### config.mk
export PLATFORM = sky130hd
export DESIGN_NAME = rtm_sequencer_flat
export DESIGN_NICKNAME = d
export VERILOG_FILES = /design/src/rtl/rtm_sequencer_if.sv /design/src/rtl/rtm_sequencer.sv /design/src/flat_wrapper.sv
export SDC_FILE = /design/constraint.sdc
export NUM_CORES = 1
export LEC_CHECK = 0
export ABC_CLOCK_PERIOD_IN_PS = 2000
export BUFFER_PORTS_ARGS = -buffer_cell sky130_fd_sc_hd__buf_2
export CAP_MARGIN = 20
export CORE_MARGIN = 2
export CORE_UTILIZATION = 46
export CTS_CLUSTER_SIZE = 40
export DETAILED_ROUTE_END_ITERATION = 8
export GPL_ROUTABILITY_DRIVEN = 0
export PLACE_DENSITY = 0.83
export SLEW_MARGIN = 10
export SYNTH_ARGS = -nofsm -noshare
export SYNTH_HDL_FRONTEND = slang
export SYNTH_SLANG_ARGS = --single-unit
### constraint.sdc
create_clock -name clock -period 2 [get_ports clock]
set_clock_uncertainty 0.15 [all_clocks]
set_input_delay 0.1 -clock clock [delete_from_list [all_inputs] [get_ports clock]]
set_output_delay 0.1 -clock clock [all_outputs]
set_load 0.03 [all_outputs]
### src/rtl/rtm_sequencer_if.sv
// Instruction handshake between an issuing agent and the rtm_sequencer.
interface rtm_sequencer_if;
  localparam int unsigned INSTR_W = 13;

  logic               instr_valid;
  logic               instr_ready;
  logic [INSTR_W-1:0] instr;

  modport master (output instr_valid, output instr, input instr_ready);
  modport slave  (input instr_valid, input instr, output instr_ready);
endinterface

### src/rtl/rtm_sequencer.sv
// Micro-instruction sequencer driving the 4x4-bit register-transfer datapath.
module rtm_sequencer (
  input  logic                 clock,
  input  logic                 clear_n,
  rtm_sequencer_if.slave       bus,
  input  logic                 dp_carry_out,
  output logic [1:0]           dp_sel_a,
  output logic [1:0]           dp_sel_b,
  output logic [1:0]           dp_wr_sel,
  output logic                 dp_wr_en,
  output logic                 dp_add_sel,
  output logic                 dp_carry_in,
  output logic [3:0]           dp_imm,
  output logic                 dp_clear,
  output logic                 carry_flag,
  output logic                 busy,
  output logic                 illegal
);
  localparam int unsigned DATA_W = 4;
  localparam int unsigned SEL_W  = 2;

  localparam logic [2:0] OP_NOP = 3'b000;
  localparam logic [2:0] OP_LDI = 3'b001;
  localparam logic [2:0] OP_ADD = 3'b010;
  localparam logic [2:0] OP_ADC = 3'b011;
  localparam logic [2:0] OP_REP = 3'b100;
  localparam logic [2:0] OP_CLR = 3'b101;

  typedef enum logic [1:0] {IDLE, EXEC, REP} state_t;

  state_t              state_q;
  logic [DATA_W-1:0]   rem_q;
  logic [SEL_W-1:0]    sel_a_q, sel_b_q, wr_sel_q;
  logic                wr_en_q, add_sel_q, carry_in_q, clear_q, carry_q, illegal_q;
  logic [DATA_W-1:0]   imm_q;

  logic                accept;
  logic [2:0]          f_op;
  logic [SEL_W-1:0]    f_dst, f_sa, f_sb;
  logic [DATA_W-1:0]   f_imm;

  // Instruction field split and handshake
  assign {f_op, f_dst, f_sa, f_sb, f_imm} = bus.instr;
  assign bus.instr_ready = clear_n && (state_q == IDLE);
  assign accept          = bus.instr_valid && bus.instr_ready;

  // Sequencer state, carry flag and registered datapath controls
  always_ff @(posedge clock) begin
    if (!clear_n) begin
      state_q    <= IDLE;
      rem_q      <= '0;
      sel_a_q    <= '0;
      sel_b_q    <= '0;
      wr_sel_q   <= '0;
      wr_en_q    <= 1'b0;
      add_sel_q  <= 1'b0;
      carry_in_q <= 1'b0;
      imm_q      <= '0;
      clear_q    <= 1'b0;
      carry_q    <= 1'b0;
      illegal_q  <= 1'b0;
    end else begin
      // Carry follows the adder on every arithmetic write; CLR zeroes it
      if (wr_en_q && add_sel_q) begin
        carry_q <= dp_carry_out;
      end else if (clear_q) begin
        carry_q <= 1'b0;
      end

      case (state_q)
        IDLE: begin
          if (accept) begin
            state_q    <= EXEC;
            rem_q      <= '0;
            sel_a_q    <= '0;
            sel_b_q    <= '0;
            wr_sel_q   <= '0;
            wr_en_q    <= 1'b0;
            add_sel_q  <= 1'b0;
            carry_in_q <= 1'b0;
            imm_q      <= '0;
            clear_q    <= 1'b0;
            illegal_q  <= 1'b0;
            case (f_op)
              OP_NOP: ;
              OP_LDI: begin
                imm_q    <= f_imm;
                wr_sel_q <= f_dst;
                wr_en_q  <= 1'b1;
              end
              OP_ADD, OP_ADC: begin
                sel_a_q    <= f_sa;
                sel_b_q    <= f_sb;
                add_sel_q  <= 1'b1;
                carry_in_q <= (f_op == OP_ADC) ? carry_q : 1'b0;
                wr_sel_q   <= f_dst;
                wr_en_q    <= 1'b1;
              end
              OP_REP: begin
                // Zero count degenerates to a NOP
                if (f_imm != '0) begin
                  sel_a_q   <= f_sa;
                  sel_b_q   <= f_sb;
                  add_sel_q <= 1'b1;
                  wr_sel_q  <= f_dst;
                  wr_en_q   <= 1'b1;
                  rem_q     <= DATA_W'(f_imm - DATA_W'(1));
                end
              end
              OP_CLR:  clear_q   <= 1'b1;
              default: illegal_q <= 1'b1;
            endcase
          end
        end

        EXEC: begin
          if (rem_q != '0) begin
            // Later iterations accumulate into dst: dst = dst + sb
            state_q <= REP;
            sel_a_q <= wr_sel_q;
          end else begin
            state_q    <= IDLE;
            sel_a_q    <= '0;
            sel_b_q    <= '0;
            wr_sel_q   <= '0;
            wr_en_q    <= 1'b0;
            add_sel_q  <= 1'b0;
            carry_in_q <= 1'b0;
            imm_q      <= '0;
          end
          clear_q   <= 1'b0;
          illegal_q <= 1'b0;
        end

        REP: begin
          rem_q <= DATA_W'(rem_q - DATA_W'(1));
          if (rem_q == DATA_W'(1)) begin
            state_q   <= IDLE;
            sel_a_q   <= '0;
            sel_b_q   <= '0;
            wr_sel_q  <= '0;
            wr_en_q   <= 1'b0;
            add_sel_q <= 1'b0;
          end
        end

        default: state_q <= IDLE;
      endcase
    end
  end

  assign dp_sel_a    = sel_a_q;
  assign dp_sel_b    = sel_b_q;
  assign dp_wr_sel   = wr_sel_q;
  assign dp_wr_en    = wr_en_q;
  assign dp_add_sel  = add_sel_q;
  assign dp_carry_in = carry_in_q;
  assign dp_imm      = imm_q;
  assign dp_clear    = clear_q;
  assign carry_flag  = carry_q;
  assign illegal     = illegal_q;
  assign busy        = (state_q != IDLE);
endmodule

### src/flat_wrapper.sv
// flat-port wrapper written by rule: the top's interface ports become plain ports
module rtm_sequencer_flat 
  (clock, clear_n, dp_carry_out, dp_sel_a, dp_sel_b, dp_wr_sel, dp_wr_en, dp_add_sel, dp_carry_in, dp_imm, dp_clear, carry_flag, busy, illegal, bus_instr_valid, bus_instr, bus_instr_ready);
  rtm_sequencer_if bus_i ();
  input  logic clock;
  input  logic clear_n;
  input  logic dp_carry_out;
  output logic [1:0] dp_sel_a;
  output logic [1:0] dp_sel_b;
  output logic [1:0] dp_wr_sel;
  output logic dp_wr_en;
  output logic dp_add_sel;
  output logic dp_carry_in;
  output logic [3:0] dp_imm;
  output logic dp_clear;
  output logic carry_flag;
  output logic busy;
  output logic illegal;
  input wire logic [$bits(bus_i.instr_valid)-1:0] bus_instr_valid;
  input wire logic [$bits(bus_i.instr)-1:0] bus_instr;
  output wire logic [$bits(bus_i.instr_ready)-1:0] bus_instr_ready;
  assign bus_i.instr_valid = bus_instr_valid;
  assign bus_i.instr = bus_instr;
  assign bus_instr_ready = bus_i.instr_ready;
  rtm_sequencer u_core (.clock(clock), .clear_n(clear_n), .bus(bus_i), .dp_carry_out(dp_carry_out), .dp_sel_a(dp_sel_a), .dp_sel_b(dp_sel_b), .dp_wr_sel(dp_wr_sel), .dp_wr_en(dp_wr_en), .dp_add_sel(dp_add_sel), .dp_carry_in(dp_carry_in), .dp_imm(dp_imm), .dp_clear(dp_clear), .carry_flag(carry_flag), .busy(busy), .illegal(illegal));
endmodule
==> flow_summary.yaml, run 1 <==
clocking:
  cts_root_buffer: "sky130_fd_sc_hd__clkbuf_4"
  clock_sink_count: 22
  cts_max_level: 1
  cts_max_path_buffers: 2
  clk-insertion-delay-late_ns: 0.32
  inserted_clock_buffers: 3
  clk_pin_slew_ns: 0.13
  tritoncts: "yes"
finish:
  fillCellCount: 206
  multiInputGateArea_sq_um: 822
  final_nets: 227
  register_area_sq_um: 445
  area.growth.synth_to_final_pct: 36.9
  layout.core_utilization: 0.651
  drive_above_1_share: 0.335
  diodes_inserted: 0
  final_cell_count_no_fill: 231
pwr:
  power.density_mw_per_mm2: 743
  standby_leakage_power_uw: 0.000762
  fin_total_pwr_uw: 1300
  irDropWorstVdd_v: 0.000483
logic_synthesis:
  top_cells_by_area_synth: "sky130_fd_sc_hd__dfxtp_1 34%, sky130_fd_sc_hd__ha_1 8.8%, sky130_fd_sc_hd__mux2i_1 5.5%"
  synth_sequential_area_ratio: 0.345
  mappedNetlistArea_sq_mm: 0.00128
  postSynthCellCount: 146
  yosysTopAreaCellShare: 0.345
  synth_top_area_cell: "sky130_fd_sc_hd__dfxtp_1"
  synth-warning-count: 0
  proportion_of_synthesized_flip_flops_having_asynchronous_set_or_reset: 0
  number_of_flops_mapped_to_enable_cells_by_yosys: 0
  syn_area_per_cell_sq_um: 8.75
  net_count_synth: 172
  synth_cell_type_count: 39
  postSynthRegisterBits: 22
  postSynth.topFlopCell: "sky130_fd_sc_hd__dfxtp_1"
die:
  die-height_um: 56.7
  die_w_um: 56.7
  start_util: 0.476
  core_area_sq_mm: 0.00269
  fp.dieArea_sq_mm: 0.00321
  io_pins: 35
  fp-row-count: 19
critical_path:
  critical_path_peak_fanout: 4
  worst_setup_path_start_kind: "flop"
  crit_type: "reg -> reg"
  timing_startpoint_of_the_critical_path: "u_core.rem_q[1]"
  reg_to_reg_start: "u_core.rem_q[1]"
  cp-end-kind: "flop"
  arrival_ns: 2.07
  data_required_time_of_the_critical_path_ns: 2.07
timing:
  setup_viol: 0
  fin_crit_sh: 0.999
  achievable-frequency_mhz: 500
  drv_slew: 0
  max-slew-margin-rel: 0.683
  finalSetupTns_ns: 0
  rsz0062_at_grt: "true"
  transition_time_at_the_pin_with_the_least_slew_margin_ns: 0.475
  final_critical_delay_including_setup_and_external_delays_ns: 2.00
  holdWs_ns: 0.0880
  hold_violations: 0
placement:
  place.port_buffers: 34
  place_inst: 213
  dp_hpwl_um: 2390
hold_path:
  worst_min_delay_path_category: "in -> reg"
  min_from: "bus_instr[10]"
detailed_routing:
  routed_wl_um: 3470
  firstDrtPassIters: 5
  route.detailed.drc: 0
  routedWlPerCell_um: 15.0
  vias: 1311
  drtAntennaViolNets: 0
  drt_iter0_drc: 51
  viasPerCell: 5.68
global_route:
  global_route_wire_length_before_repair_um: 5630
  grt_use_total: 0.220
  globalRouteOverflowTotal: 0
  first_global_vias: 1323
  pin_count_of_the_biggest_net_entering_global_routing: 16
  antenna_found_initial: 0
flow_run:
  cap_viol_max_count: 0
run_status:
  result_of_the_run: "finished clean"
kinds of logic (layout without fill, tap and decap cells):
group	Yosys count	in the layout	synth area share
simple gates	59	59	0.268
compound gates	33	33	0.188
flops	22	22	0.345
buf+inv	14	68	0.0421
fa+ha+maj	9	9	0.0882
mux	7	7	0.0549
xor+xnor	2	2	0.0137
worst max-delay path, cell delays in order (launching register included):
cell	delay, ns
sky130_fd_sc_hd__dfxtp_2	0.36
sky130_fd_sc_hd__inv_2	0.08
sky130_fd_sc_hd__ha_4	0.12
sky130_fd_sc_hd__or3b_4	0.40
sky130_fd_sc_hd__a221o_1	0.42
sky130_fd_sc_hd__a221oi_1	0.28
sky130_fd_sc_hd__nor2_1	0.09
repair_timing:
action,in CTS,in global routing
pin swaps,1,6
hold buffers,13,0
gates resized for setup,1,14
hold endpoints to repair,13,0
gates cloned,0,0
endpoints found under the setup margin,3,15
setup buffers,0,1
layout by cell type, fill, tap and decap left out, types with 3 or more instances in the layout:
master                          netlist  routed
sky130_fd_sc_hd__a21oi_1             11      11
sky130_fd_sc_hd__buf_2                1      34
sky130_fd_sc_hd__buf_4                0       7
sky130_fd_sc_hd__clkbuf_4             0       3
sky130_fd_sc_hd__dfxtp_1             22      18
sky130_fd_sc_hd__dfxtp_2              0       4
sky130_fd_sc_hd__dlygate4sd3_1        0      13
sky130_fd_sc_hd__ha_1                 9       6
sky130_fd_sc_hd__inv_1               10       7
sky130_fd_sc_hd__inv_2                0       3
sky130_fd_sc_hd__mux2i_1              7       7
sky130_fd_sc_hd__nand2_1             10       9
sky130_fd_sc_hd__nand2b_1             5       5
sky130_fd_sc_hd__nand3_1              9       8
sky130_fd_sc_hd__nor2_1              11      11
sky130_fd_sc_hd__nor3_1               3       3
sky130_fd_sc_hd__nor4b_1              4       4
sky130_fd_sc_hd__o21ai_0             10      10
cell type report:
type                       instances  area share
inverter                          10      0.0215
clock inverter                     1      0.0172
timing repair buffer              54       0.202
sequential                        22       0.255
clock buffer                       3      0.0129
tap                               31      0.0222
multi-input combinational        110       0.470
sequential cells by signal (all words and copies together), names as in the netlist:
name / cells
u_core.rem_q: 4
u_core.carry_flag: 1
u_core.dp_sel_a: 2
u_core.dp_wr_sel: 2
u_core.illegal: 1
u_core.dp_carry_in: 1
u_core.dp_add_sel: 1
u_core.dp_clear: 1
u_core.state_q: 2
u_core.dp_imm: 4
u_core.dp_sel_b: 2
u_core.dp_wr_en: 1
cell usage after synthesis, types with 2 or more instances:
master,number
sky130_fd_sc_hd__xnor2_1,2
sky130_fd_sc_hd__mux2i_1,7
sky130_fd_sc_hd__nand4_1,2
sky130_fd_sc_hd__a221oi_1,2
sky130_fd_sc_hd__nor4b_1,4
sky130_fd_sc_hd__a32o_1,2
sky130_fd_sc_hd__nor3_1,3
sky130_fd_sc_hd__o21ai_0,10
sky130_fd_sc_hd__nand2_1,10
sky130_fd_sc_hd__nor2_1,11
sky130_fd_sc_hd__nand2b_1,5
sky130_fd_sc_hd__nand3b_1,2
sky130_fd_sc_hd__ha_1,9
sky130_fd_sc_hd__clkbuf_1,3
sky130_fd_sc_hd__dfxtp_1,22
sky130_fd_sc_hd__and2_1,2
sky130_fd_sc_hd__a21oi_1,11
sky130_fd_sc_hd__inv_1,10
sky130_fd_sc_hd__nand3_1,9
layer usage:
metal	vias to the layer above	part of all wire	track usage
li1	641	-	-
met1	612	0.42	0.253
met2	52	0.51	0.392
met3	6	0.052	0.0369
met4	0	0.010	0.102
met5	-	0	0
worst paths after layout:
kind | depth (start not counted) | to | slack, ns
worst max-delay path | 6 | u_core.dp_sel_a[1] | 0.001
worst max register to register | 6 | u_core.dp_sel_a[1] | 0.001
worst min-delay path | 4 | u_core.dp_clear | 0.09
worst min register to register | 2 | u_core.dp_sel_b[1] | 0.33
power by group:
part           total, uW  internal, uW  switching (uW)
Clock                351           203             148
Combinational        451           185             266
Sequential           498           473            24.5
per-stage QoR:
step / area [sq um] / worst slack (ns)
2_1_floorplan: 1280 / 0.0389
6_report: 1750 / 0.00116
3_3_place_gp: 1520 / 0.0526
4_1_cts: 1700 / 0.00470
5_1_grt: 1750 / -0.0376
3_5_place_dp: 1520 / 0.0167
Note: power is estimated with default switching activity, not from simulation.
==> run 2, diff against run 1 <==
--- a/config.mk
+++ b/config.mk
@@ -5,15 +5,17 @@
 export SDC_FILE = /design/constraint.sdc
 export NUM_CORES = 1
 export LEC_CHECK = 0
-export ABC_CLOCK_PERIOD_IN_PS = 2000
+export ABC_CLOCK_PERIOD_IN_PS = 2300
 export BUFFER_PORTS_ARGS = -buffer_cell sky130_fd_sc_hd__buf_2
 export CAP_MARGIN = 20
 export CORE_MARGIN = 2
-export CORE_UTILIZATION = 46
+export CORE_UTILIZATION = 55
 export CTS_CLUSTER_SIZE = 40
 export DETAILED_ROUTE_END_ITERATION = 8
 export GPL_ROUTABILITY_DRIVEN = 0
-export PLACE_DENSITY = 0.83
+export HOLD_SLACK_MARGIN = 0.1
+export PLACE_DENSITY = 0.92
+export SKIP_CTS_REPAIR_TIMING = 1
 export SLEW_MARGIN = 10
 export SYNTH_ARGS = -nofsm -noshare
 export SYNTH_HDL_FRONTEND = slang
==> constraint.sdc (replaced) <==
create_clock -name clock -period 2.3 [get_ports clock]
set_clock_uncertainty 0.15 [all_clocks]
set_input_delay 0.115 -clock clock [delete_from_list [all_inputs] [get_ports clock]]
set_output_delay 0.115 -clock clock [all_outputs]
set_load 0.03 [all_outputs]
==> run 2 against run 1 <==
Worst setup slack improved by 0.15 ns. Global-route usage is 2.6 points higher. Largest cell class unchanged. Flip-flop and latch count stayed put. Final area fell by 4.0%. Via count decreased by 0.53%. Cell count fell by 3.0%. Critical endpoint is now u_core.dp_sel_b[0]. Register-to-register slack better by 0.15 ns. Worst hold slack better by 0.011 ns. Clock-buffer cell count did not move. Sequential share of layout area increased by 0.76 points. Largest power group unchanged. Routed wire length fell by 5.9%. Total power down 16%.
==> flow_summary.yaml, run 2 (synthesized netlist as in run 1, its figures left out) <==
run_status:
  result_of_the_run: "finished clean"
pwr:
  comb_power_share: 0.326
  standby_leakage_power_uw: 0.000737
  p_seq_frac: 0.397
  power_switching_uw: 363
  power.clock.fraction: 0.276
  irDropWorstVdd_v: 0.000464
  power.density_mw_per_mm2: 650
  power_switching_share: 0.332
  intPower_uw: 729
global_route:
  globalRouteOverflowTotal: 0
  global_route.usage.met3: 0.0343
  pin_count_of_the_biggest_net_entering_global_routing: 16
  use_met1: 0.280
  first_global_vias: 1200
  antenna_found_initial: 0
  global_route_wire_length_before_repair_um: 5020
  grt_use_total: 0.246
  globalRouteMet2Util: 0.426
  globalRoute.busiestLayer: "met2"
detailed_routing:
  firstDrtPassIters: 4
  viasPerCell: 5.82
  drtAntennaViolNets: 0
  vias: 1304
  route.detailed.drc: 0
  drt_iter0_drc: 37
  routedWlPerCell_um: 14.6
  routed_wl_um: 3270
critical_path:
  worst_setup_path_start_kind: "flop"
  data_required_time_of_the_critical_path_ns: 2.41
  ff2ff_path_depth: 6
  cp-end-kind: "flop"
  crit_type: "reg -> reg"
  arrival_ns: 2.26
  critical_path_peak_fanout: 5
hold_path:
  worst_min_delay_path_category: "in -> reg"
  whs_path_cells: 4
placement:
  dp_hpwl_um: 2360
  place.port_buffers: 34
  post-place-ws_ns: 0.0641
finish:
  final_nets: 223
  drive_above_1_share: 0.255
  area.growth.synth_to_final_pct: 31.4
  fillCellCount: 171
  diodes_inserted: 0
  mostFrequentLayoutCell: "sky130_fd_sc_hd__buf_2"
  final_cell_mix: "34 x sky130_fd_sc_hd__buf_2, 22 x sky130_fd_sc_hd__dfxtp_1, 13 x sky130_fd_sc_hd__dlygate4sd3_1"
die:
  fp-row-count: 17
  die-height_um: 52.2
  start_util: 0.577
  fp.dieArea_sq_mm: 0.00272
  die_w_um: 52.2
  io_pins: 35
  core_area_sq_mm: 0.00221
clocking:
  cts_max_path_buffers: 2
  cts_max_level: 1
  cts_root_buffer: "sky130_fd_sc_hd__clkbuf_4"
  clk-insertion-delay-late_ns: 0.32
  tritoncts: "yes"
  inserted_clock_buffers: 3
  clk_pin_slew_ns: 0.13
  clock_sink_count: 22
timing:
  transition_time_at_the_pin_with_the_least_slew_margin_ns: 0.602
  achievable-frequency_mhz: 466
  drv_slew: 0
  final_critical_delay_including_setup_and_external_delays_ns: 2.14
  setup_ws_ns: 0.156
  rsz0062_at_grt: "false"
  max-slew-margin-rel: 0.593
  setup_viol: 0
  hold_violations: 0
  fin_crit_sh: 0.932
  finalSetupTns_ns: 0
flow_run:
  cap_viol_max_count: 0
run 2: final timing paths:
path,from,end,slack (ns)
worst max register to register,u_core.state_q[1],u_core.dp_sel_b[0],0.16
worst min register to register,u_core.dp_sel_b[1],u_core.dp_sel_b[1],0.33
worst max-delay path,u_core.state_q[1],u_core.dp_sel_b[0],0.16
worst min-delay path,bus_instr[12],u_core.dp_imm[3],0.1
run 2: power groups by stage:
stage / Clock, uW / Sequential (uW) / Combinational (uW)
5_1_grt: 310 / 438 / 386
3_5_place_dp: 0 / 441 / 331
4_1_cts: 307 / 433 / 333
3_3_place_gp: 0 / 439 / 319
6_report: 302 / 434 / 356
2_1_floorplan: 0 / 473 / 203
run 2: worst max-delay path, stage by stage, from the launching register on:
cell                      delay (ns)
sky130_fd_sc_hd__dfxtp_1        0.42
sky130_fd_sc_hd__inv_1          0.10
sky130_fd_sc_hd__ha_1           0.33
sky130_fd_sc_hd__or4b_1         0.55
sky130_fd_sc_hd__o32ai_2        0.25
sky130_fd_sc_hd__nand3_1        0.13
sky130_fd_sc_hd__mux2i_1        0.14
run 2: area by class of cell:
type                            instances  area [sq um]  area share
Clock buffer                            3          22.5      0.0134
Multi-Input combinational cell        110           791       0.471
Tap cell                               28          35.0      0.0209
Sequential cell                        22           440       0.262
Clock inverter                          1          30.0      0.0179
Inverter                               10          37.5      0.0224
Timing Repair Buffer                   50           323       0.192
run 2: metal layers:
metal / up-vias / wire length [um] / part of all wire
met1: 615 / 1380 / 0.42
met3: 7 / 144 / 0.044
met2: 50 / 1660 / 0.51
li1: 632 / - / -
met5: - / 0 / 0
met4: 0 / 75 / 0.023
run 2: metrics by stage:
step	instances	utilization	area (sq um)	hold WS [ns]	total power, uW
2_1_floorplan	146	-	1280	0.0908	676
3_3_place_gp	207	0.673	1490	0.181	758
3_5_place_dp	207	0.673	1490	0.182	772
4_1_cts	211	0.697	1540	-0.157	1070
5_1_grt	224	0.759	1680	0.131	1130
6_report	224	0.759	1680	0.0991	1090
==> run 3, diff against run 2 <==
--- a/config.mk
+++ b/config.mk
@@ -5,7 +5,7 @@
 export SDC_FILE = /design/constraint.sdc
 export NUM_CORES = 1
 export LEC_CHECK = 0
-export ABC_CLOCK_PERIOD_IN_PS = 2300
+export ABC_CLOCK_PERIOD_IN_PS = 2510
 export BUFFER_PORTS_ARGS = -buffer_cell sky130_fd_sc_hd__buf_2
 export CAP_MARGIN = 20
 export CORE_MARGIN = 2
==> constraint.sdc (replaced) <==
create_clock -name clock -period 2.51 [get_ports clock]
set_clock_uncertainty 0.15 [all_clocks]
set_input_delay 0.1255 -clock clock [delete_from_list [all_inputs] [get_ports clock]]
set_output_delay 0.1255 -clock clock [all_outputs]
set_load 0.005 [all_outputs]
==> run 3 against run 2 <==
Register-to-register slack better by 0.09 ns. Highest routed layer unchanged. Worst hold slack got worse by 0.013 ns. Largest cell class unchanged. Global-route usage grew 0.47 points. Critical endpoint is now u_core.rem_q[1]. Clock-buffer cell count did not move.
==> flow_summary.yaml, run 3 (synthesized netlist as in run 1, its figures left out) <==
timing:
  rsz0062_at_grt: "false"
  drv_slew: 0
  fin_crit_sh: 0.903
  finalSetupTns_ns: 0
  hold_violations: 0
  achievable-frequency_mhz: 441
  final_critical_delay_including_setup_and_external_delays_ns: 2.27
  max-slew-margin-rel: 0.561
  transition_time_at_the_pin_with_the_least_slew_margin_ns: 0.657
  setup_viol: 0
pwr:
  irDropWorstVdd_v: 0.000311
  standby_leakage_power_uw: 0.000705
  power.density_mw_per_mm2: 516
  fin_total_pwr_uw: 835
die:
  die_w_um: 52.2
  core_area_sq_mm: 0.00221
  die-height_um: 52.2
  io_pins: 35
  start_util: 0.577
  fp.dieArea_sq_mm: 0.00272
  fp-row-count: 17
critical_path:
  critical_path_peak_fanout: 7
  data_required_time_of_the_critical_path_ns: 2.58
  cp-end-kind: "flop"
  crit_type: "reg -> reg"
  arrival_ns: 2.34
  worst_setup_path_start_kind: "flop"
detailed_routing:
  metal3_wl_um: 128
  routedWlPerCell_um: 14.8
  wirelength_met1_um: 1370
  wl_met2_um: 1670
  drtAntennaViolNets: 0
  vias: 1286
  drt_iter0_drc: 48
  routed_wl_um: 3250
  firstDrtPassIters: 4
  route.detailed.drc: 0
  top_layer_used: "met4"
  viasPerCell: 5.85
global_route:
  globalRouteOverflowTotal: 0
  global_route_wire_length_before_repair_um: 5100
  pin_count_of_the_biggest_net_entering_global_routing: 16
  first_global_vias: 1173
  grt_use_total: 0.251
  antenna_found_initial: 0
finish:
  final_cell_count_no_fill: 220
  drive_above_1_share: 0.240
  post-route-cell-area_sq_mm: 0.00162
  final_cell_mix: "34 x sky130_fd_sc_hd__buf_2, 22 x sky130_fd_sc_hd__dfxtp_1, 12 x sky130_fd_sc_hd__dlygate4sd3_1"
  diodes_inserted: 0
  mostFrequentLayoutCell: "sky130_fd_sc_hd__buf_2"
  area.growth.synth_to_final_pct: 26.5
  final_nets: 220
clocking:
  clk_pin_slew_ns: 0.12
  tritoncts: "yes"
  cts_max_path_buffers: 2
  cts_max_level: 1
  clock_sink_count: 22
  clk-insertion-delay-late_ns: 0.31
  cts_root_buffer: "sky130_fd_sc_hd__clkbuf_4"
  inserted_clock_buffers: 3
hold_path:
  worst_min_delay_path_category: "in -> reg"
flow_run:
  cap_viol_max_count: 0
placement:
  place_inst: 205
  dp_hpwl_um: 2390
  dpl_cell_area_sq_mm: 0.00147
  place.port_buffers: 34
run_status:
  result_of_the_run: "finished clean"
[run 3: changes by cell type in the layout (fill, tap and decap cells not counted), sizes merged]
| cell | previous run | this run |
|---|---|---|
| buf | 37 | 35 |
| dlygate4sd3 | 13 | 12 |
| bufinv | 1 | 0 |
[run 3: area by class of cell]
type | instances | area (sq um)
tap | 28 | 35.0
fill | 176 | 596
inverter | 10 | 37.5
timing repair buffer | 47 | 298
multi-input combinational | 110 | 783
clock buffer | 3 | 22.5
sequential | 22 | 440
[run 3: stage by stage]
stage	utilization	worst slack (ns)	hold slack (ns)
after floorplan	-	0.549	0.101
after global placement	0.666	0.464	0.191
after detailed placement	0.666	0.276	0.197
after CTS	0.676	0.266	-0.122
after global routing	0.731	0.134	0.140
final	0.731	0.242	0.0862
[run 3: critical path, stage by stage (launching register included)]
cell and delay, ns:
sky130_fd_sc_hd__dfxtp_1 0.36, sky130_fd_sc_hd__inv_1 0.11, sky130_fd_sc_hd__ha_1 0.34, sky130_fd_sc_hd__nand3_1 0.27, sky130_fd_sc_hd__o21ai_1 0.39, sky130_fd_sc_hd__o21ai_0 0.25
sky130_fd_sc_hd__o221a_2 0.29
[run 3: final timing paths]
| path | slack [ns] | start | endpoint | depth (start not counted) |
|---|---|---|---|---|
| worst max register to register | 0.24 | u_core.state_q[1] | u_core.rem_q[1] | 6 |
| worst min-delay path | 0.09 | bus_instr[11] | u_core.dp_imm[2] | 4 |
| worst min register to register | 0.32 | u_core.dp_sel_b[1] | u_core.dp_sel_b[1] | 2 |
| worst max-delay path | 0.24 | u_core.state_q[1] | u_core.rem_q[1] | 6 |
[run 3: layer usage]
metal  up-vias  GRT usage
met3         9     0.0314
met5         -          0
met4         0      0.111
met1       615      0.299
li1        624          -
met2        38      0.447
[run 3: where the power goes]
part | internal, uW | switching [uW]
clock | 56.2 | 107
sequential | 376 | 22.3
combinational | 123 | 151
